File: src/rtl/tiny45_regfile_sched.sv
// -----------------------------------------------------------------------------
// tiny45_regfile_sched
//
// Slot scheduler and arbiter for the nibble-serial tiny45 register file.
//
// A free-running 3-bit nibble counter divides time into 8-cycle slots. Each
// slot is one full 32-bit read/write pass of the register file. Slots begin
// when the counter reads 0 and end when it reads 7. Ownership of the next
// slot is decided on the clock edge where the counter reads 7, so a slot
// always spans counter values 0..7.
//
// Two requesters share the register file:
//   - core pipeline: the priority requester
//   - debug port: served when the core is idle, or when the core has won
//     STARVE_LIMIT consecutive slots while debug was waiting
//
// Ports
//   clk, rst          clock, asynchronous active-high reset
//   counter           nibble index to the register file and core datapath
//   core_req          core slot request (level)
//   core_rs1/rs2/rd   core register addresses, latched at the slot boundary
//   core_wr           core slot writes rd, latched at the slot boundary
//   core_data_rd      core write nibble, forwarded live during its slot
//   core_grant        high for all 8 cycles of a core slot
//   core_done         one-cycle pulse on the last cycle of a core slot
//   dbg_req           debug slot request (level)
//   dbg_rs, dbg_rd    debug read/destination addresses (rs drives rs1)
//   dbg_wr            debug slot writes rd
//   dbg_data_rd       debug write nibble, forwarded live during its slot
//   dbg_grant         high for all 8 cycles of a debug slot
//   dbg_done          one-cycle pulse on the last cycle of a debug slot
//   rf_rs1/rs2/rd     latched addresses to the register file
//   rf_wr_en          latched write flag, constant across the slot
//   rf_data_rd        write nibble of the current owner, 0 when idle
// -----------------------------------------------------------------------------
module tiny45_regfile_sched #(
    parameter int REG_ADDR_BITS = 4,
    parameter int STARVE_LIMIT  = 4
) (
    input  logic                     clk,
    input  logic                     rst,
    output logic [2:0]               counter,
    input  logic                     core_req,
    input  logic [REG_ADDR_BITS-1:0] core_rs1,
    input  logic [REG_ADDR_BITS-1:0] core_rs2,
    input  logic [REG_ADDR_BITS-1:0] core_rd,
    input  logic                     core_wr,
    input  logic [3:0]               core_data_rd,
    output logic                     core_grant,
    output logic                     core_done,
    input  logic                     dbg_req,
    input  logic [REG_ADDR_BITS-1:0] dbg_rs,
    input  logic [REG_ADDR_BITS-1:0] dbg_rd,
    input  logic                     dbg_wr,
    input  logic [3:0]               dbg_data_rd,
    output logic                     dbg_grant,
    output logic                     dbg_done,
    output logic [REG_ADDR_BITS-1:0] rf_rs1,
    output logic [REG_ADDR_BITS-1:0] rf_rs2,
    output logic [REG_ADDR_BITS-1:0] rf_rd,
    output logic                     rf_wr_en,
    output logic [3:0]               rf_data_rd
);

    typedef enum logic [1:0] {
        OWN_NONE = 2'd0,
        OWN_CORE = 2'd1,
        OWN_DBG  = 2'd2
    } owner_t;

    localparam logic [3:0]               STARVE_MAX = 4'(STARVE_LIMIT);
    localparam logic [REG_ADDR_BITS-1:0] ADDR_ZERO  = {REG_ADDR_BITS{1'b0}};

    // Registered state
    logic [2:0]               counter_r;
    owner_t                   owner_r;
    logic [3:0]               starve_cnt_r;
    logic [REG_ADDR_BITS-1:0] rs1_r;
    logic [REG_ADDR_BITS-1:0] rs2_r;
    logic [REG_ADDR_BITS-1:0] rd_r;
    logic                     wr_r;
    logic                     core_grant_r;
    logic                     dbg_grant_r;
    logic                     core_done_r;
    logic                     dbg_done_r;

    // Combinational helpers
    logic                     boundary_s;
    logic                     pre_boundary_s;
    logic                     starve_hit_s;
    logic                     dbg_wins_s;
    logic                     core_wins_s;
    logic [3:0]               starve_next_s;
    logic [3:0]               data_mux_s;

    assign boundary_s     = (counter_r == 3'd7);
    assign pre_boundary_s = (counter_r == 3'd6);
    assign starve_hit_s   = (starve_cnt_r == STARVE_MAX);

    // Arbitration decision and next starvation count for the coming boundary
    always_comb begin
        dbg_wins_s    = 1'b0;
        core_wins_s   = 1'b0;
        starve_next_s = 4'd0;
        if (dbg_req && (!core_req || starve_hit_s)) begin
            dbg_wins_s = 1'b1;
        end else if (core_req) begin
            core_wins_s = 1'b1;
        end else begin
            dbg_wins_s  = 1'b0;
            core_wins_s = 1'b0;
        end
        // Only a core win while debug waits accumulates; everything else clears
        if (core_wins_s && dbg_req) begin
            if (starve_hit_s) begin
                starve_next_s = starve_cnt_r;
            end else begin
                starve_next_s = starve_cnt_r + 4'd1;
            end
        end else begin
            starve_next_s = 4'd0;
        end
    end

    // Free-running nibble counter; never stalls because the register file
    // rotation is locked to it
    always_ff @(posedge clk or posedge rst) begin
        if (rst) begin
            counter_r <= 3'd0;
        end else begin
            counter_r <= counter_r + 3'd1;
        end
    end

    // Slot owner FSM: ownership, grants and latched operands change only at
    // the slot boundary, so every slot is a full 0..7 pass
    always_ff @(posedge clk or posedge rst) begin
        if (rst) begin
            owner_r      <= OWN_NONE;
            starve_cnt_r <= 4'd0;
            rs1_r        <= ADDR_ZERO;
            rs2_r        <= ADDR_ZERO;
            rd_r         <= ADDR_ZERO;
            wr_r         <= 1'b0;
            core_grant_r <= 1'b0;
            dbg_grant_r  <= 1'b0;
        end else if (boundary_s) begin
            starve_cnt_r <= starve_next_s;
            if (dbg_wins_s) begin
                owner_r      <= OWN_DBG;
                rs1_r        <= dbg_rs;
                rs2_r        <= ADDR_ZERO;
                rd_r         <= dbg_rd;
                wr_r         <= dbg_wr;
                core_grant_r <= 1'b0;
                dbg_grant_r  <= 1'b1;
            end else if (core_wins_s) begin
                owner_r      <= OWN_CORE;
                rs1_r        <= core_rs1;
                rs2_r        <= core_rs2;
                rd_r         <= core_rd;
                wr_r         <= core_wr;
                core_grant_r <= 1'b1;
                dbg_grant_r  <= 1'b0;
            end else begin
                // Idle slot: drive zeros so the register file sees no write
                owner_r      <= OWN_NONE;
                rs1_r        <= ADDR_ZERO;
                rs2_r        <= ADDR_ZERO;
                rd_r         <= ADDR_ZERO;
                wr_r         <= 1'b0;
                core_grant_r <= 1'b0;
                dbg_grant_r  <= 1'b0;
            end
        end else begin
            owner_r      <= owner_r;
            starve_cnt_r <= starve_cnt_r;
            rs1_r        <= rs1_r;
            rs2_r        <= rs2_r;
            rd_r         <= rd_r;
            wr_r         <= wr_r;
            core_grant_r <= core_grant_r;
            dbg_grant_r  <= dbg_grant_r;
        end
    end

    // Done pulses are set one edge early (counter 6 -> 7) so they are
    // registered yet still coincide with the last cycle of the slot; the
    // owner cannot change on that edge
    always_ff @(posedge clk or posedge rst) begin
        if (rst) begin
            core_done_r <= 1'b0;
            dbg_done_r  <= 1'b0;
        end else if (pre_boundary_s) begin
            core_done_r <= (owner_r == OWN_CORE);
            dbg_done_r  <= (owner_r == OWN_DBG);
        end else begin
            core_done_r <= 1'b0;
            dbg_done_r  <= 1'b0;
        end
    end

    // Write nibble mux: the owner's data passes straight through so the
    // register file sees it in the same cycle the requester drives it
    always_comb begin
        data_mux_s = 4'd0;
        case (owner_r)
            OWN_CORE: data_mux_s = core_data_rd;
            OWN_DBG:  data_mux_s = dbg_data_rd;
            OWN_NONE: data_mux_s = 4'd0;
            default:  data_mux_s = 4'd0;
        endcase
    end

    assign counter    = counter_r;
    assign core_grant = core_grant_r;
    assign dbg_grant  = dbg_grant_r;
    assign core_done  = core_done_r;
    assign dbg_done   = dbg_done_r;
    assign rf_rs1     = rs1_r;
    assign rf_rs2     = rs2_r;
    assign rf_rd      = rd_r;
    assign rf_wr_en   = wr_r;
    assign rf_data_rd = data_mux_s;

endmodule

File: config.mk
export PLATFORM = sky130hd
export DESIGN_NAME = tiny45_regfile_sched
export DESIGN_NICKNAME = d
export VERILOG_FILES = /design/src/rtl/tiny45_regfile_sched.sv
export SDC_FILE = /design/constraint.sdc
export NUM_CORES = 1
export LEC_CHECK = 0
export CORE_ASPECT_RATIO = 1.75
export CORE_MARGIN = 8
export CORE_UTILIZATION = 30
export DETAILED_ROUTE_END_ITERATION = 6
export PLACE_DENSITY = 0.67
export SETUP_SLACK_MARGIN = 0.4
export SLEW_MARGIN = 10
export SYNTH_ARGS = -nofsm -noshare
export SYNTH_HDL_FRONTEND = slang
export SYNTH_SLANG_ARGS = --single-unit
File: constraint.sdc
create_clock -name clk -period 1.68 [get_ports clk]
set_input_delay 0.252 -clock clk [delete_from_list [all_inputs] [get_ports clk]]
set_output_delay 0.252 -clock clk [all_outputs]
set_load 0.01 [all_outputs]
# Yosys cells after proc, flatten, opt, wreduce, memory -nomap -nowiden
# Index checks and enable logic that the tools add are counted.
# W data, S select, Z words.
[word_totals]
ff_bits = 26
latchBits = 0
ramBits = 0
mem_bits_ro = 0
inputBits = 34
output_inout_bits = 24
elab_cells = 45
mem_count = 0
[classes]
n_addsub = 2
mul = 0
div_mod_pow = 0
order_cmp = 0
eq_ne = 6
n_shift = 0
n_mux = 21
bitwise_logic = 0
n_reduce_logical = 5
[op_table]
columns = ["cell", "count"]
rows = [
  ["$mux W4", 8],
  ["$mux W1", 11],
  ["$pmux W4 S2", 1],
  ["$eq A3 B3 Y1 const B", 2],
  ["$add A4 B1 Y4 const B", 1],
  ["$eq A4 B3 Y1 const B", 1],
  ["$add A3 B1 Y3 const B", 1],
  ["$eq A2 B1 Y1 const B", 1],
  ["$eq A2 B2 Y1 const B", 1],
  ["$logic_and A1 B1 Y1", 2],
  ["$mux W2", 1],
  ["$ne A2 B2 Y1 const B", 1],
  ["$reduce_and A2 Y1", 1],
  ["$logic_not A1 Y1", 1],
  ["$logic_or A1 B1 Y1", 1],
]

# Logic depth before layout (Yosys ltp)
# Gate-level depths: netlist (run 1).
[depth]
ltp_word = 7
mapped_depth = 6
depth_no_buf = 5

# Least setup slack after synthesis (run 1)
# Ideal clock, no wire load.
[synth_path]
path_kind = "reg2reg"
from = "register counter_r[0] (netlist: counter[0])"
to = "register rd_r[3] (netlist: rf_rd[3])"
setup_ns = 0.127
t_arrival_ns = 1.446
t_required_ns = 1.553
slack_ns = 0.108
path_stages_with_launch = 6
n_path_buf = 0
period_less_slack_ns = 1.572
cell_sequence = "dfrtp_1 > ha_1 > ha_1 > inv_2 > a211oi_4 > a221o_2"
[synth_between]
elab_chain_len = 1
[synth_lines]
columns = ["item", "line", "source"]
rows = [
  ["start, declared", "75", "logic [2:0] counter_r;"],
  ["start signal, assigned", "131", "counter_r <= counter_r + 3'd1;"],
  ["$eq A3 B3 Y1", "96", "assign boundary_s = (counter_r == 3'd7);"],
  ["end signal, assigned", "153", "rd_r <= dbg_rd;"],
  ["end signal, assigned", "161", "rd_r <= core_rd;"],
  ["end signal, assigned", "180", "rd_r <= rd_r;"],
  ["end, declared", "80", "logic [REG_ADDR_BITS-1:0] rd_r;"],
]
# Every way passes these cells.
# A chain may end at the register's enable or synchronous reset.

# Final worst setup path (run 1)
[layout_path]
from = "register owner_r[1]"
to = "output rf_data_rd[1]"
[layout_between]
elab_chain_len = 2
word_cells_on_any_way = 3
classes_between = "2 x eq/ne; 1 x mux"
[layout_lines]
columns = ["item", "line", "source"]
rows = [
  ["start, declared", "76", "owner_t owner_r;"],
  ["start signal, assigned", "176", "owner_r <= owner_r;"],
  ["$eq A2 B2 Y1 or $eq A2 B1 Y1 (tied branches)", "207", "case (owner_r)"],
  ["$pmux W4 S2 *", "207", ""],
  ["end, declared", "62", "output logic [3:0] rf_data_rd"],
]
# Every way passes the cells marked *; elsewhere a longest branch is shown, timed or not.

==> results of run 1 <==
-- cells in the mapped netlist --
| master | count |
|---|---|
| a221o_2 | 4 |
| a31oi_1 | 1 |
| mux2i_1 | 1 |
| o211a_4 | 1 |
| a21o_1 | 1 |
| xor2_1 | 2 |
| a21o_2 | 1 |
| inv_1 | 8 |
| ha_1 | 7 |
| nor2b_1 | 9 |
| nand2_1 | 1 |
| nand4_1 | 1 |
| buf_6 | 1 |
| inv_2 | 1 |
| nand3b_4 | 1 |
| buf_2 | 1 |
| xnor2_1 | 1 |
| and3_1 | 2 |
| a22oi_1 | 4 |
| nor2_1 | 8 |
| dfrtp_1 | 24 |
| a221o_1 | 5 |
| a211oi_4 | 1 |
| a22o_2 | 4 |
-- report_power, final --
group / switching, mW / internal [mW] / total (mW)
clock network: 0.166 / 0.160 / 0.326
logic: 0.0939 / 0.151 / 0.245
registers: 0.0143 / 0.603 / 0.617
-- layout make-up --
| type | instances | area [µm²] | area share, % |
|---|---|---|---|
| sequential | 24 | 602 | 29.9 |
| multi-input combinational | 56 | 596 | 29.6 |
| inverter | 9 | 36.3 | 1.80 |
| tap | 46 | 57.6 | 2.86 |
| timing repair buffer | 75 | 679 | 33.8 |
| clock buffer | 3 | 41.3 | 2.05 |
-- worst max path at each step --
| stage | from | end | slack (ns) |
|---|---|---|---|
| after global placement | dbg_data_rd[2] | rf_data_rd[2] | -0.0009 |
| after detailed placement | dbg_data_rd[2] | rf_data_rd[2] | -0.01 |
| after global routing | owner_r[1] | rf_data_rd[1] | 0.05 |
| after floorplan | starve_cnt_r[0] | rf_rd[0] | 0.17 |
| after CTS | owner_r[0] | rf_data_rd[2] | 0.13 |
| final | owner_r[1] | rf_data_rd[1] | 0.11 |
-- per-layer routing --
| metal | track usage [%] | wire length (µm) | up-vias |
|---|---|---|---|
| met3 | 2.66 | 163 | 7 |
| met4 | 7.07 | 88 | 0 |
| li1 | - | - | 482 |
| met1 | 10.0 | 1260 | 503 |
| met5 | 0 | 0 | - |
| met2 | 21.5 | 2080 | 35 |
-- timing repair --
action | CTS | global route
resized for setup | 56 | 10
endpoints found under the setup margin | 43 | 24
hold buffers | 0 | 0
buffers inserted | 7 | 3
cloned | 1 | 0
pin swaps | 8 | 15
-- kinds of logic (layout without fill, tap and decap cells) --
logic type,count (synthesis),count (layout)
compound gates,22,23
flops,24,24
xor+xnor,3,3
buf+inv,11,87
mux,1,1
simple gates,22,22
fa+ha+maj,7,7
-- sequential cells by signal, indices dropped and copies added, names as in the netlist --
name	count
rf_rs2	4
dbg_done	1
rf_rd	4
owner_r	2
rf_wr_en	1
core_done	1
counter	3
rf_rs1	4
starve_cnt_r	4
-- placed cells by master, fill, tap and decap left out, drive strengths merged, types with 4 or more instances in the layout --
| cell type | instances |
|---|---|
| clkdlybuf4s50 | 33 |
| dfrtp | 24 |
| buf | 24 |
| dlygate4sd2 | 18 |
| nor2b | 9 |
| inv | 9 |
| a221o | 9 |
| nor2 | 8 |
| ha | 7 |
| a22oi | 4 |
| a22o | 4 |
-- worst reg2reg max path, stage by stage, from the launching register on --
cell,delay [ns]
dfrtp_1,0.38
inv_1,0.06
ha_2,0.19
nand3b_4,0.12
o211a_4,0.29
a221o_2,0.34
==> impl_metrics.env, run 1 <==
export IMPL_outcome="complete, no violations"
export IMPL_synth_compound_area_share_pct=20.0
export IMPL_p_per_area_nw_per_um2=590
export IMPL_clkTransAtPathRegs_ns=0.08
export IMPL_hold_viol_final=0
export IMPL_fillers=301
export IMPL_num_rows=29
export IMPL_start_kind="flip-flop"
export IMPL_yosysTopAreaCell="dfrtp_1"
export IMPL_syn2layout_area_growth_pct=78.3
export IMPL_finish_utilization_pct=55.4
export IMPL_wirelength_mm=3.59
export IMPL_post_place_ws_ns=-0.0118
export IMPL_grt_ovfl_total=0
export IMPL_fmax_mhz=638
export IMPL_synth_cells=90
export IMPL_cts_buffers=3
export IMPL_h_tree_depth=1
export IMPL_path_delay_family="flip-flops"
export IMPL_rrSetupSlack_ns=0.17
export IMPL_antenna_cells=0
export IMPL_crit_fanout=5
export IMPL_crit_slowest_cell="dfrtp_1"
export IMPL_drive_gt1_share_pct=32.9
export IMPL_postSynthAreaPerCell_um2=12.5
export IMPL_synth_adder_area_share_pct=7.76
export IMPL_r2r_end="rf_rd[3]"
export IMPL_die_w_um=62.4
export IMPL_drt_pre_antenna_iters=4
export IMPL_setup_viol=0
export IMPL_setup_tns_ns=0
export IMPL_clockBufferDepth=2
export IMPL_syn_area_um2=1130
export IMPL_clock_skew_ns=0.000888
export IMPL_cp_buffers_inverters=2
export IMPL_hp_class="in -> async"
export IMPL_final_nets=210
export IMPL_grt_usage_pct=11.2
export IMPL_synthesis_nets=131
export IMPL_arrival_ns=1.32
export IMPL_ys_ff_latch=24
export IMPL_port_buffers=57
export IMPL_dp_cells=199
export IMPL_grt_pass1_wl_mm=5.55
export IMPL_rsz0062_at_grt="true"
export IMPL_fin_ws_ns=0.112
export IMPL_power_leakage_nw=0.982
export IMPL_hold_worst_slack_ns=0.333
export IMPL_timing_final_crit_period_ns=1.57
export IMPL_yosys_cell_types_count=24
export IMPL_fin_crit_sh_pct=93.3
export IMPL_r2r_start="starve_cnt_r[0]"
export IMPL_drt_iter0_drc=28
export IMPL_cts_sinks=24
export IMPL_cts_root_buffer="clkbuf_8"
export IMPL_yosys_warnings=0
export IMPL_yosys_area_top_type_share_pct=53.2
export IMPL_peakVddDrop_v=0.000417
export IMPL_worstSetupPathType="reg -> out"
export IMPL_path_cells="inv_1 > ha_4 > a22oi_2 > nor2_1 > buf_2"
export IMPL_placedInstanceArea_um2=1820
export IMPL_finalInstanceArea_um2=2010
export IMPL_gp_congestion=0.827
export IMPL_cts_tree="done"
export IMPL_cp_required_ns=1.43
export IMPL_critPathMaxStageDelay_ns=0.40
export IMPL_clock_latency_ns=0.26
export IMPL_worstRegToRegCells=5
export IMPL_wl_per_cell_um=16.9
export IMPL_initial_utilization_pct=31.1
export IMPL_report_final_slew_viol_count=0
export IMPL_yosys_area_share_xor_xnor_pct=2.33
export IMPL_synthSimpleGateAreaFrac_pct=11.4
export IMPL_hpwl_mm=2.56
export IMPL_ys_seq_area_share_pct=53.2
export IMPL_grt_start_max_net_pins=25
export IMPL_p_total_mw=1.19
export IMPL_drt_vias_per_instance=4.82
export IMPL_antenna_found_initial=0
export IMPL_design_core_area_um2=3630
export IMPL_ios=58
export IMPL_netlist_top_cells_area="dfrtp_1 (53%), ha_1 (7.8%), nor2b_1 (5.0%), a221o_1 (4.4%), a221o_2 (4.0%)"
export IMPL_critical_path_depth=5
export IMPL_drc_errors=0
export IMPL_grt_pass1_vias=1147
export IMPL_relSlewSlack_pct=77.7
export IMPL_maxCapViolCount=0
export IMPL_worst_slew_pin_slew_ns=0.333
export IMPL_die_area_um2=6060
export IMPL_ant_nets=0
export IMPL_synthMuxAreaShare_pct=0.887
export IMPL_via_count=1027
export IMPL_fp_dieH_um=97.1
export IMPL_end_kind="output pin"
export IMPL_synth_top_family_by_area="compound AO/OA/AOI/OAI gates"
export IMPL_stdcell_count=213
Note: power is estimated with default switching activity, not from simulation.
==> inputs of run 2 (changes only) <==
--- a/config.mk
+++ b/config.mk
@@ -5,7 +5,6 @@
 export SDC_FILE = /design/constraint.sdc
 export NUM_CORES = 1
 export LEC_CHECK = 0
-export CORE_ASPECT_RATIO = 1.75
 export CORE_MARGIN = 8
 export CORE_UTILIZATION = 30
 export DETAILED_ROUTE_END_ITERATION = 6
==> run 2 against run 1 <==
Against the previous run: first-iteration DRC count is 57% lower; cell area is 5.2% higher; largest cell class unchanged; wire length is 5.2% higher.
==> impl_metrics.env, run 2 (same netlist as run 1, synthesis figures left out) <==
export IMPL_gp_congestion=0.726
export IMPL_wirelength_mm=3.78
export IMPL_cts_buffers=3
export IMPL_design_core_area_um2=3630
export IMPL_placedInstanceArea_um2=1820
export IMPL_initial_utilization_pct=31.1
export IMPL_stdcell_count=220
export IMPL_wl_per_cell_um=17.2
export IMPL_grt_usage_pct=12.1
export IMPL_fillers=306
export IMPL_timing_final_crit_period_ns=1.53
export IMPL_register_area_um2=603
export IMPL_worst_slew_pin_slew_ns=0.347
export IMPL_drt_vias_per_instance=4.75
export IMPL_hold_worst_slack_ns=0.318
export IMPL_cts_sinks=24
export IMPL_drc_errors=0
export IMPL_fin_ws_ns=0.149
export IMPL_setup_viol=0
export IMPL_syn2layout_area_growth_pct=87.6
export IMPL_drt_iter0_drc=12
export IMPL_clkTransAtPathRegs_ns=0.09
export IMPL_final_common_cell="clkdlybuf4s50_1"
export IMPL_p_per_area_nw_per_um2=654
export IMPL_hp_class="in -> async"
export IMPL_worstSetupPathType="reg -> out"
export IMPL_report_final_slew_viol_count=0
export IMPL_grt_pass1_wl_mm=5.85
export IMPL_cts_tree="done"
export IMPL_clock_latency_ns=0.27
export IMPL_cts_root_buffer="clkbuf_8"
export IMPL_end_kind="output pin"
export IMPL_post_place_ws_ns=-0.0262
export IMPL_cp_required_ns=1.43
export IMPL_drt_pre_antenna_iters=4
export IMPL_drive_gt1_share_pct=36.6
export IMPL_multi_input_area_um2=621
export IMPL_worstRegToRegCells=6
export IMPL_clock_skew_ns=0.0109
export IMPL_ant_nets=0
export IMPL_via_count=1044
export IMPL_peakVddDrop_v=0.000496
export IMPL_hpwl_mm=2.59
export IMPL_power_leakage_nw=1.02
export IMPL_num_rows=22
export IMPL_start_kind="flip-flop"
export IMPL_arrival_ns=1.28
export IMPL_die_area_um2=5980
export IMPL_maxCapViolCount=0
export IMPL_hold_viol_final=0
export IMPL_grt_pass1_vias=1141
export IMPL_dp_cells=200
export IMPL_holdBufCountCts=0
export IMPL_setup_tns_ns=0
export IMPL_rsz0062_at_grt="true"
export IMPL_grt_start_max_net_pins=25
export IMPL_outcome="complete, no violations"
export IMPL_final_cell_mix="clkdlybuf4s50_1 (33), dfrtp_1 (22), dlygate4sd2_1 (18)"
export IMPL_grt_ovfl_total=0
export IMPL_port_buffers=57
export IMPL_antenna_cells=0
export IMPL_clockBufferDepth=2
export IMPL_fin_crit_sh_pct=91.1
export IMPL_ios=58
export IMPL_fmax_mhz=653
export IMPL_p_total_mw=1.38
export IMPL_final_nets=214
export IMPL_h_tree_depth=1
export IMPL_fp_dieH_um=77.3
export IMPL_die_w_um=77.3
export IMPL_antenna_found_initial=0
export IMPL_finish_utilization_pct=58.3
export IMPL_crit_fanout=5
export IMPL_finalInstanceArea_um2=2120
export IMPL_relSlewSlack_pct=76.8
-- run 2: power breakdown --
part | leakage (nW) | switching, mW | total, mW | internal, mW
logic | 0.676 | 0.0952 | 0.257 | 0.162
registers | 0.306 | 0.0169 | 0.620 | 0.603
clock network | 0.0357 | 0.189 | 0.508 | 0.319
total | 1.02 | 0.301 | 1.38 | 1.08
-- run 2: cell type report --
class                           instances  share of cell area (%)
Clock inverter                          1                    1.42
Clock buffer                            3                    1.95
Multi-Input combinational cell         56                    29.3
Inverter                                9                    1.71
Tap cell                               48                    2.84
Timing Repair Buffer                   79                    34.3
Sequential cell                        24                    28.5
-- run 2: worst max-delay path: stages, from the launching register on --
cell and delay (ns):
dfrtp_2 0.43, inv_2 0.06, ha_4 0.18, a22oi_2 0.14
nor2_1 0.06, buf_2 0.14
-- run 2: per-layer routing --
layer	GRT usage [%]	share of wire, %	up-vias
li1	-	-	492
met1	13.8	41	509
met2	20.6	51	37
met3	3.46	5.5	6
met4	5.28	2.1	0
met5	0	0	-
-- run 2: path summary, 6_finish.rpt --
check / from / to / slack (ns)
max: owner_r[1] / rf_data_rd[1] / 0.15
min: rst / rf_rs2[3] / 0.32
max reg2reg: counter[0] / rf_rs1[3] / 0.17
min reg2reg: rf_rs2[1] / rf_rs2[1] / 0.52
max in group asynchronous: rst / owner_r[0] / 1.09
min in group clk: rf_rs2[1] / rf_rs2[1] / 0.52
-- run 2: timing repair --
| item | 4_1_cts | 5_1_grt |
|---|---|---|
| pin swaps | 8 | 16 |
| endpoints found under the hold margin | 0 | 0 |
| gates resized for setup | 56 | 21 |
| cloned | 1 | 0 |
| buffers inserted | 8 | 7 |
| endpoints found under the setup margin | 43 | 25 |
